<file path="src/rtl/lsu_controller.sv">
// lsu_controller: load/store unit sequencer for the data-memory port.
//   Takes decoded load/store controls from execute, checks alignment, drives a
//   request/grant data bus with byte enables and lane-replicated store data,
//   aligns and sign/zero-extends load data, stalls the pipeline while an
//   access is in flight, and flags hung loads with a cycle-count timeout.
// Ports:
//   clk, reset                 clock, asynchronous active-high reset
//   data_req_i, data_wr_i      request, 1 = store / 0 = load
//   data_byte_i, zero_extnd_i  size (00 B, 01 H, 1x W), zero-extend loads
//   addr_i, wr_data_i          byte address, store data
//   lsu_stall_o                pipeline stall
//   mem_req_o/mem_gnt_i        bus request held until grant
//   mem_addr_o, mem_wr_o       word-aligned address, write strobe
//   mem_be_o, mem_wdata_o      byte enables, replicated write data
//   mem_rvalid_i, mem_rdata_i  read response
//   rd_data_o                  aligned, extended load result
//   done_o, misalign_o, bus_err_o  completion pulse and its status flags
module lsu_controller #(
  parameter int unsigned TIMEOUT_CYCLES = 255
) (
  input  logic        clk,
  input  logic        reset,
  input  logic        data_req_i,
  input  logic        data_wr_i,
  input  logic [1:0]  data_byte_i,
  input  logic        zero_extnd_i,
  input  logic [31:0] addr_i,
  input  logic [31:0] wr_data_i,
  output logic        lsu_stall_o,
  output logic        mem_req_o,
  input  logic        mem_gnt_i,
  output logic [31:0] mem_addr_o,
  output logic        mem_wr_o,
  output logic [3:0]  mem_be_o,
  output logic [31:0] mem_wdata_o,
  input  logic        mem_rvalid_i,
  input  logic [31:0] mem_rdata_i,
  output logic [31:0] rd_data_o,
  output logic        done_o,
  output logic        misalign_o,
  output logic        bus_err_o
);

  typedef enum logic [1:0] {IDLE, REQ, WAIT, DONE} state_t;

  state_t      state, state_next;
  logic [15:0] cnt;
  logic [1:0]  size_q;
  logic [1:0]  off_q;
  logic        zext_q;
  logic        misaligned;
  logic        timeout_hit;
  logic        load_ok;

  function automatic logic [3:0] be_for(input logic [1:0] size, input logic [1:0] off);
    case (size)
      2'b00:   be_for = 4'b0001 << off;
      2'b01:   be_for = 4'b0011 << {off[1], 1'b0};
      default: be_for = 4'b1111;
    endcase
  endfunction

  function automatic logic [31:0] wdata_for(input logic [1:0] size, input logic [31:0] d);
    case (size)
      2'b00:   wdata_for = {4{d[7:0]}};
      2'b01:   wdata_for = {2{d[15:0]}};
      default: wdata_for = d;
    endcase
  endfunction

  function automatic logic [31:0] load_extract(input logic [1:0] size, input logic zext,
                                               input logic [1:0] off, input logic [31:0] d);
    logic [31:0] s;
    s = d >> {off, 3'b000};
    case (size)
      2'b00:   load_extract = zext ? {24'h0, s[7:0]}  : {{24{s[7]}}, s[7:0]};
      2'b01:   load_extract = zext ? {16'h0, s[15:0]} : {{16{s[15]}}, s[15:0]};
      default: load_extract = s;
    endcase
  endfunction

  assign misaligned  = ((data_byte_i == 2'b01) & addr_i[0]) |
                       (data_byte_i[1] & (addr_i[1:0] != 2'b00));
  assign timeout_hit = (cnt == 16'(TIMEOUT_CYCLES - 1));
  // A load completes successfully when data arrives with the grant or later in WAIT.
  assign load_ok     = !mem_wr_o & mem_rvalid_i &
                       (((state == REQ) & mem_gnt_i) | (state == WAIT));

  always_ff @(posedge clk or posedge reset) begin
    if (reset) state <= IDLE;
    else       state <= state_next;
  end

  always_comb begin
    state_next  = state;
    lsu_stall_o = 1'b0;
    done_o      = 1'b0;
    case (state)
      IDLE: begin
        lsu_stall_o = data_req_i;
        if (data_req_i) state_next = misaligned ? DONE : REQ;
      end
      REQ: begin
        lsu_stall_o = 1'b1;
        if (mem_gnt_i) state_next = (mem_wr_o | mem_rvalid_i) ? DONE : WAIT;
      end
      WAIT: begin
        lsu_stall_o = 1'b1;
        if (mem_rvalid_i | timeout_hit) state_next = DONE;
      end
      DONE: begin
        done_o     = 1'b1;
        state_next = IDLE;
      end
      default: state_next = IDLE;
    endcase
  end

  always_ff @(posedge clk or posedge reset) begin
    if (reset) begin
      mem_req_o   <= 1'b0;
      mem_addr_o  <= '0;
      mem_wr_o    <= 1'b0;
      mem_be_o    <= '0;
      mem_wdata_o <= '0;
      size_q      <= '0;
      off_q       <= '0;
      zext_q      <= 1'b0;
      cnt         <= '0;
      rd_data_o   <= '0;
      misalign_o  <= 1'b0;
      bus_err_o   <= 1'b0;
    end else begin
      case (state)
        IDLE: begin
          misalign_o <= 1'b0;
          bus_err_o  <= 1'b0;
          if (data_req_i) begin
            if (misaligned) begin
              misalign_o <= 1'b1;
            end else begin
              mem_req_o   <= 1'b1;
              mem_addr_o  <= {addr_i[31:2], 2'b00};
              mem_wr_o    <= data_wr_i;
              mem_be_o    <= be_for(data_byte_i, addr_i[1:0]);
              mem_wdata_o <= wdata_for(data_byte_i, wr_data_i);
              size_q      <= data_byte_i;
              off_q       <= addr_i[1:0];
              zext_q      <= zero_extnd_i;
            end
          end
        end
        REQ: begin
          cnt <= '0;
          if (mem_gnt_i) mem_req_o <= 1'b0;
        end
        WAIT: begin
          cnt <= cnt + 16'd1;
          // Data arriving in the expiry cycle wins over the timeout.
          if (!mem_rvalid_i && timeout_hit) bus_err_o <= 1'b1;
        end
        DONE: begin
          misalign_o <= 1'b0;
          bus_err_o  <= 1'b0;
        end
        default: ;
      endcase
      if (load_ok) rd_data_o <= load_extract(size_q, zext_q, off_q, mem_rdata_i);
    end
  end

endmodule

</file>
<file path="config.mk">
export PLATFORM = sky130hd
export DESIGN_NAME = lsu_controller
export DESIGN_NICKNAME = d
export VERILOG_FILES = /design/src/rtl/lsu_controller.sv
export SDC_FILE = /design/constraint.sdc
export NUM_CORES = 1
export LEC_CHECK = 0
export ABC_AREA = 1
export BUFFER_PORTS_ARGS = -buffer_cell sky130_fd_sc_hd__buf_2
export CORE_MARGIN = 1
export CORE_UTILIZATION = 35
export DETAILED_ROUTE_END_ITERATION = 8
export PLACE_DENSITY = 0.67
export SYNTH_ARGS = -nofsm -noshare
export SYNTH_HDL_FRONTEND = slang
export SYNTH_SLANG_ARGS = --single-unit
</file>
<file path="constraint.sdc">
create_clock -name clk -period 6.5 [get_ports clk]
set_clock_uncertainty 0.05 [all_clocks]
set_input_delay 0.325 -clock clk [delete_from_list [all_inputs] [get_ports clk]]
set_output_delay 0.325 -clock clk [all_outputs]
set_load 0.01 [all_outputs]
</file>
== After elaboration in Yosys (flattened, before gate mapping) ==
Index checks and enable logic that the tools add are counted.
Word-level totals
  bits in registers: 125
  output and inout port bits: 106
  word-level logic and storage cells: 78
Operators by class
  add/sub/neg operators: 1
  equal/unequal tests: 11
  shift-type cells: 3
  mux-type cells: 23
  bitwise logic cells: 10
  reductions and logical operators: 17
Operators with widths (number)
  one-hot mux 32 bit (2 select lines): 2
  two-way mux 32 bit: 2
  one-hot mux 16 bit (2 select lines): 1
  >> shifter 32 x 5 -> 32 bit: 1
  adder 16 x 1 -> 16 bit (second input constant): 1
  == test 16 x 8 -> 1 bit (second input constant): 1
  nonzero test 2 bit: 5
  two-way mux 1 bit: 8
  two-way mux 2 bit: 4
  one-hot mux 1 bit (2 select lines): 4
  one-hot mux 2 bit (4 select lines): 1
  one-hot mux 4 bit (2 select lines): 1
  == test 2 x 1 -> 1 bit (second input constant): 3
  zero test 2 bit: 3
  inequality test 2 bit (second input constant): 3
  AND reduction 3 bit: 2
  bitwise AND 1 bit: 5
  == test 2 bit (second input constant): 2
  inequality test 2 x 1 -> 1 bit (second input constant): 2
  bitwise OR 1 bit: 4
  AND reduction 4 bit: 1
  OR reduction 2 bit: 2
  << shifter 1 x 2 -> 4 bit (first input constant): 1
  << shifter 2 x 2 -> 4 bit (first input constant): 1
  other kinds (4): 5

== Depth between registers and ports, before layout ==
  depth after elaboration: 6
  gate-level depth with buffers: 11

== Least setup slack after synthesis ==
Ideal clock, no wire load.
  kind: reg2reg
  from: register state[0]
  to: register cnt[13]
  setup time: 117 ps
  arrival: 1553 ps
  data required time: 6333 ps
  path slack: 4780 ps
  cell stages (with the launch flop): 11
  path buffers: 1
  period minus slack after synthesis: 1720 ps
  cell sequence: dfrtp_1 inv_1 ha_1 buf_2 inv_1 nor2_1 nand2_1 nor2_1 nand3_1 nand2_1 nor2_1
Between the ends
  cells in the longest elaborated chain, start to end: 2
  elaborated cells on any way between the ends: 4
RTL lines
  start, declared: RTL line 46  | state_t state, state_next;
  start signal, assigned: RTL line 91  | else state <= state_next;
  == test 2 bit / == test 2 x 1 -> 1 bit (equally long branches): RTL line 134  | case (state)
  one-hot mux 16 bit (2 select lines) / nonzero test 2 bit (equally long branches)
  end signal, assigned: RTL line 158  | cnt <= cnt + 16'd1;
  end, declared: RTL line 47  | logic [15:0] cnt;
Several ways; a longest one is shown, not always the timed one.
A chain may end at the register's enable or synchronous reset.

== Worst setup path in the final report ==
  from: register state[0]
  to: register rd_data_o[13]
Between the ends
  cells in the longest elaborated chain, start to end: 4
  elaborated cells on any way between the ends: 5
RTL lines
  == test 2 x 1 -> 1 bit: RTL line 87  | (((state == REQ) & mem_gnt_i) | (state == WAIT));
  bitwise AND 1 bit: RTL line 87
  bitwise OR 1 bit (*): RTL line 87
  bitwise AND 1 bit (*): RTL line 86  | assign load_ok = !mem_wr_o & mem_rvalid_i &
  end signal, assigned: RTL line 168  | if (load_ok) rd_data_o <= load_extract(size_q, zext_q, off_q, mem_rdata_i);
  end, declared: RTL line 38  | output logic [31:0] rd_data_o,
Every way passes the cells marked *; elsewhere a longest branch is shown, timed or not.

==> metrics.yaml <==
status: "completed"
cts_tree: "done"
worst_hold_path_type: "in -> reg"
grtUsageTotal_pct: 19.53
grt_pass1_vias: 5553
max_freq_mhz: 352.1
detailed_place.area_um2: 7410
period_share_pct: 43.70
numPlacedInstances: 1225
synthSimpleGateAreaFrac_pct: 29.93
synth_largest_type_area_fraction_pct: 49.75
slew_violations: 0
setup_repair_after_global_routing_missed_its_margin: "false"
reg2reg_from: "state[0]$_DFFE_PP0P_"
postCtsResizedCells: 0
compound_gate_portion_of_the_synthesized_area_pct: 11.18
crit_path_start: "state[0]$_DFFE_PP0P_"
dpl.hpwl_um: 12330
worst_setup_path_start_kind: "flip-flop"
ctsHoldBuffers: 0
design.core.area_um2: 17420
finalSetupViolCount: 0
syn_avg_cell_area_um2: 7.575
cts_bufs_inserted: 17
synth_xor_xnor_area_share_pct: 0
die_w_um: 136.0
power.leakage_uw: 0.004374
vdd_drop_max_v: 0.0002103
antenna_cells: 0
port_buffers: 208
clock_tree.root_cell: "sky130_fd_sc_hd__clkbuf_16"
routed_wire_length_per_instance_um: 13.99
die_height_um: 136.0
initial_antenna_violation_count: 0
seq_area_frac_synth_pct: 49.75
gp_routability_congestion: 0.8550
detail_route.drc_violations: 0
post_synth_num_cell_types: 33
placementRows: 48
layout.nets: 1131
layoutNonFillerInstCount: 1257
via_count: 5910
synth_top_cell_by_area: "sky130_fd_sc_hd__dfrtp_1"
clock_pin_slew_of_the_registers_on_the_worst_case_setup_and_hold_paths_ps: 60
finalInstanceArea_um2: 8028
mostFrequentLayoutCells: "sky130_fd_sc_hd__nand2_1, sky130_fd_sc_hd__buf_2, sky130_fd_sc_hd__dfrtp_1, sky130_fd_sc_hd__o21ai_0, sky130_fd_sc_hd__inv_1"
place_ws_ps: 3672
layout-drive-gt1-share_pct: 26.74
summed_negative_setup_slack_over_all_endpoints_ps: 0
worst_ep_required_time_ps: 6770
timing.hold.worst.start: "addr_i[7]"
timing_worst_setup_path_type: "reg -> reg"
area_growth_from_synthesis_to_final_layout_pct: 27.68
grt_pass1_wl_um: 27970
drt_pre_antenna_iters: 5
synth_adder_area_share_pct: 1.393
cts.sinks: 125
largest_family_of_logic_cells_by_synthesized_area: "simple AND/OR/NAND/NOR gates"
grt_max_degree: 78
final_hold_viol_count: 0
synth_enable_flop_cells: 0
power_per_cell_area_nw_per_um2: 476.3
route.antenna.remaining_nets: 0
vias_per_cell: 4.702
number_of_max_cap_violations: 0
yosysWarnings: 0
syn_area_um2: 6287
globalRoute.totalOverflow: 0
slew-limit-headroom_pct: 38.72
worst_ep_arrival_time_ps: 3110
async_flop_share_pct: 100.0
tightestPinTransition_ps: 919.3
ys_top_cells_by_area: "sky130_fd_sc_hd__dfrtp_1, sky130_fd_sc_hd__nand2_1, sky130_fd_sc_hd__o21ai_0"
dr.first_iter.drc_count: 281
worst-path-max-fanout: 33
routed_wl_um: 17590
postSynthCellCount: 830
post-cts-setup-buffer-count: 0
setup_slack_ps: 3660
cts.path.max_buffers: 2
mostFrequentLayoutCell: "sky130_fd_sc_hd__nand2_1"
synth.mux.area_fraction_pct: 0
finalWorstPathRequiredPeriod_ps: 2840
clkLatencyLatePin_ps: 420
htree_num_levels: 4
ioPinCount: 211
initial_core_util_pct: 36.10
cp-end-kind: "flip-flop"
ys_dominant_reg_cell: "sky130_fd_sc_hd__dfrtp_1"
floorplan.die_area_um2: 18500
ys_ff_latch: 125
through the flow:
stage / hold slack (ps) / util (%) / power (uW)
2_1_floorplan: 391.6 / - / 2284
4_1_cts: 30.44 / 46.09 / 3861
5_1_grt: 45.03 / 46.09 / 4123
6_report: 48.50 / 46.09 / 3823
3_5_place_dp: 404.2 / 42.54 / 2842
3_3_place_gp: 399.8 / 42.54 / 2816
sequential cells by signal (all words and copies together) (netlist names):
| register | cells |
|---|---|
| mem_wr_o | 1 |
| rd_data_o | 32 |
| mem_be_o | 4 |
| mem_addr_o | 30 |
| misalign_o | 1 |
| mem_wdata_o | 32 |
| cnt | 16 |
| state | 2 |
| off_q | 2 |
| zext_q | 1 |
| bus_err_o | 1 |
| size_q | 2 |
| mem_req_o | 1 |
cell usage after synthesis, drive strengths merged, types with 2 or more instances:
cell    count
nand3      45
nor2       62
o21ai      69
ha          7
nor3        6
nand2     317
inv        70
a21oi      40
or2        23
nand3b      2
o211ai     10
clkbuf     16
dfrtp     125
a31oi       8
buf        24
metal layers:
metal / part of all wire [%] / up-vias / global-route usage [%]
li1: - / 2996 / -
met1: 46 / 2694 / 25.07
met2: 46 / 196 / 30.82
met3: 7.0 / 24 / 5.891
met4: 1.8 / 0 / 7.346
met5: 0 / - / 0
cell families (layout without fill, tap and decap cells):
| group | count (synthesis) | in the layout |
|---|---|---|
| buf+inv | 111 | 312 |
| compound gates | 130 | 130 |
| simple gates | 456 | 456 |
| flops | 125 | 125 |
| fa+ha+maj | 7 | 7 |
| other cells | 1 | 2 |
worst paths after layout:
path | slack [ps] | cells past startpoint | to
worst max-delay path | 3660 | 11 | rd_data_o[13]$_DFFE_PP0P_
worst min-delay path | 50 | 3 | mem_addr_o[7]$_DFFE_PP0P_
worst max register to register | 3660 | 11 | rd_data_o[13]$_DFFE_PP0P_
worst min register to register | 420 | 2 | mem_addr_o[29]$_DFFE_PP0P_
max in group asynchronous | 5080 | 3 | size_q[0]$_DFFE_PP0P_
min in group asynchronous | 60 | 2 | mem_wr_o$_DFFE_PP0P_
critical path, cell delays in order (launching register included):
cell and delay, ps:
sky130_fd_sc_hd__dfrtp_1 430, sky130_fd_sc_hd__inv_1 150, sky130_fd_sc_hd__ha_1 280, sky130_fd_sc_hd__inv_2 60, sky130_fd_sc_hd__nand2_1 70, sky130_fd_sc_hd__nand3_2 500, sky130_fd_sc_hd__inv_1 710, sky130_fd_sc_hd__nand2_1 140
sky130_fd_sc_hd__inv_2 160, sky130_fd_sc_hd__nand2_1 80, sky130_fd_sc_hd__nand2_1 60, sky130_fd_sc_hd__inv_1 30
power breakdown:
| part | total (uW) | internal (uW) | leakage [uW] | switching (uW) |
|---|---|---|---|---|
| clock network | 1000 | 627 | 0.000293 | 373 |
| registers | 1320 | 1110 | 0.00155 | 212 |
| logic | 1500 | 576 | 0.00253 | 927 |
cell type report:
class,instances,area (um2)
clock buffers,20,456.7
clock inverters,12,161.4
fillers,1766,9389
inverters,71,271.5
multi-input cells,595,2680
flip-flops and latches,125,3128
well taps,225,281.5
repair buffers,209,1049
(Power assumes the default switching activity.)
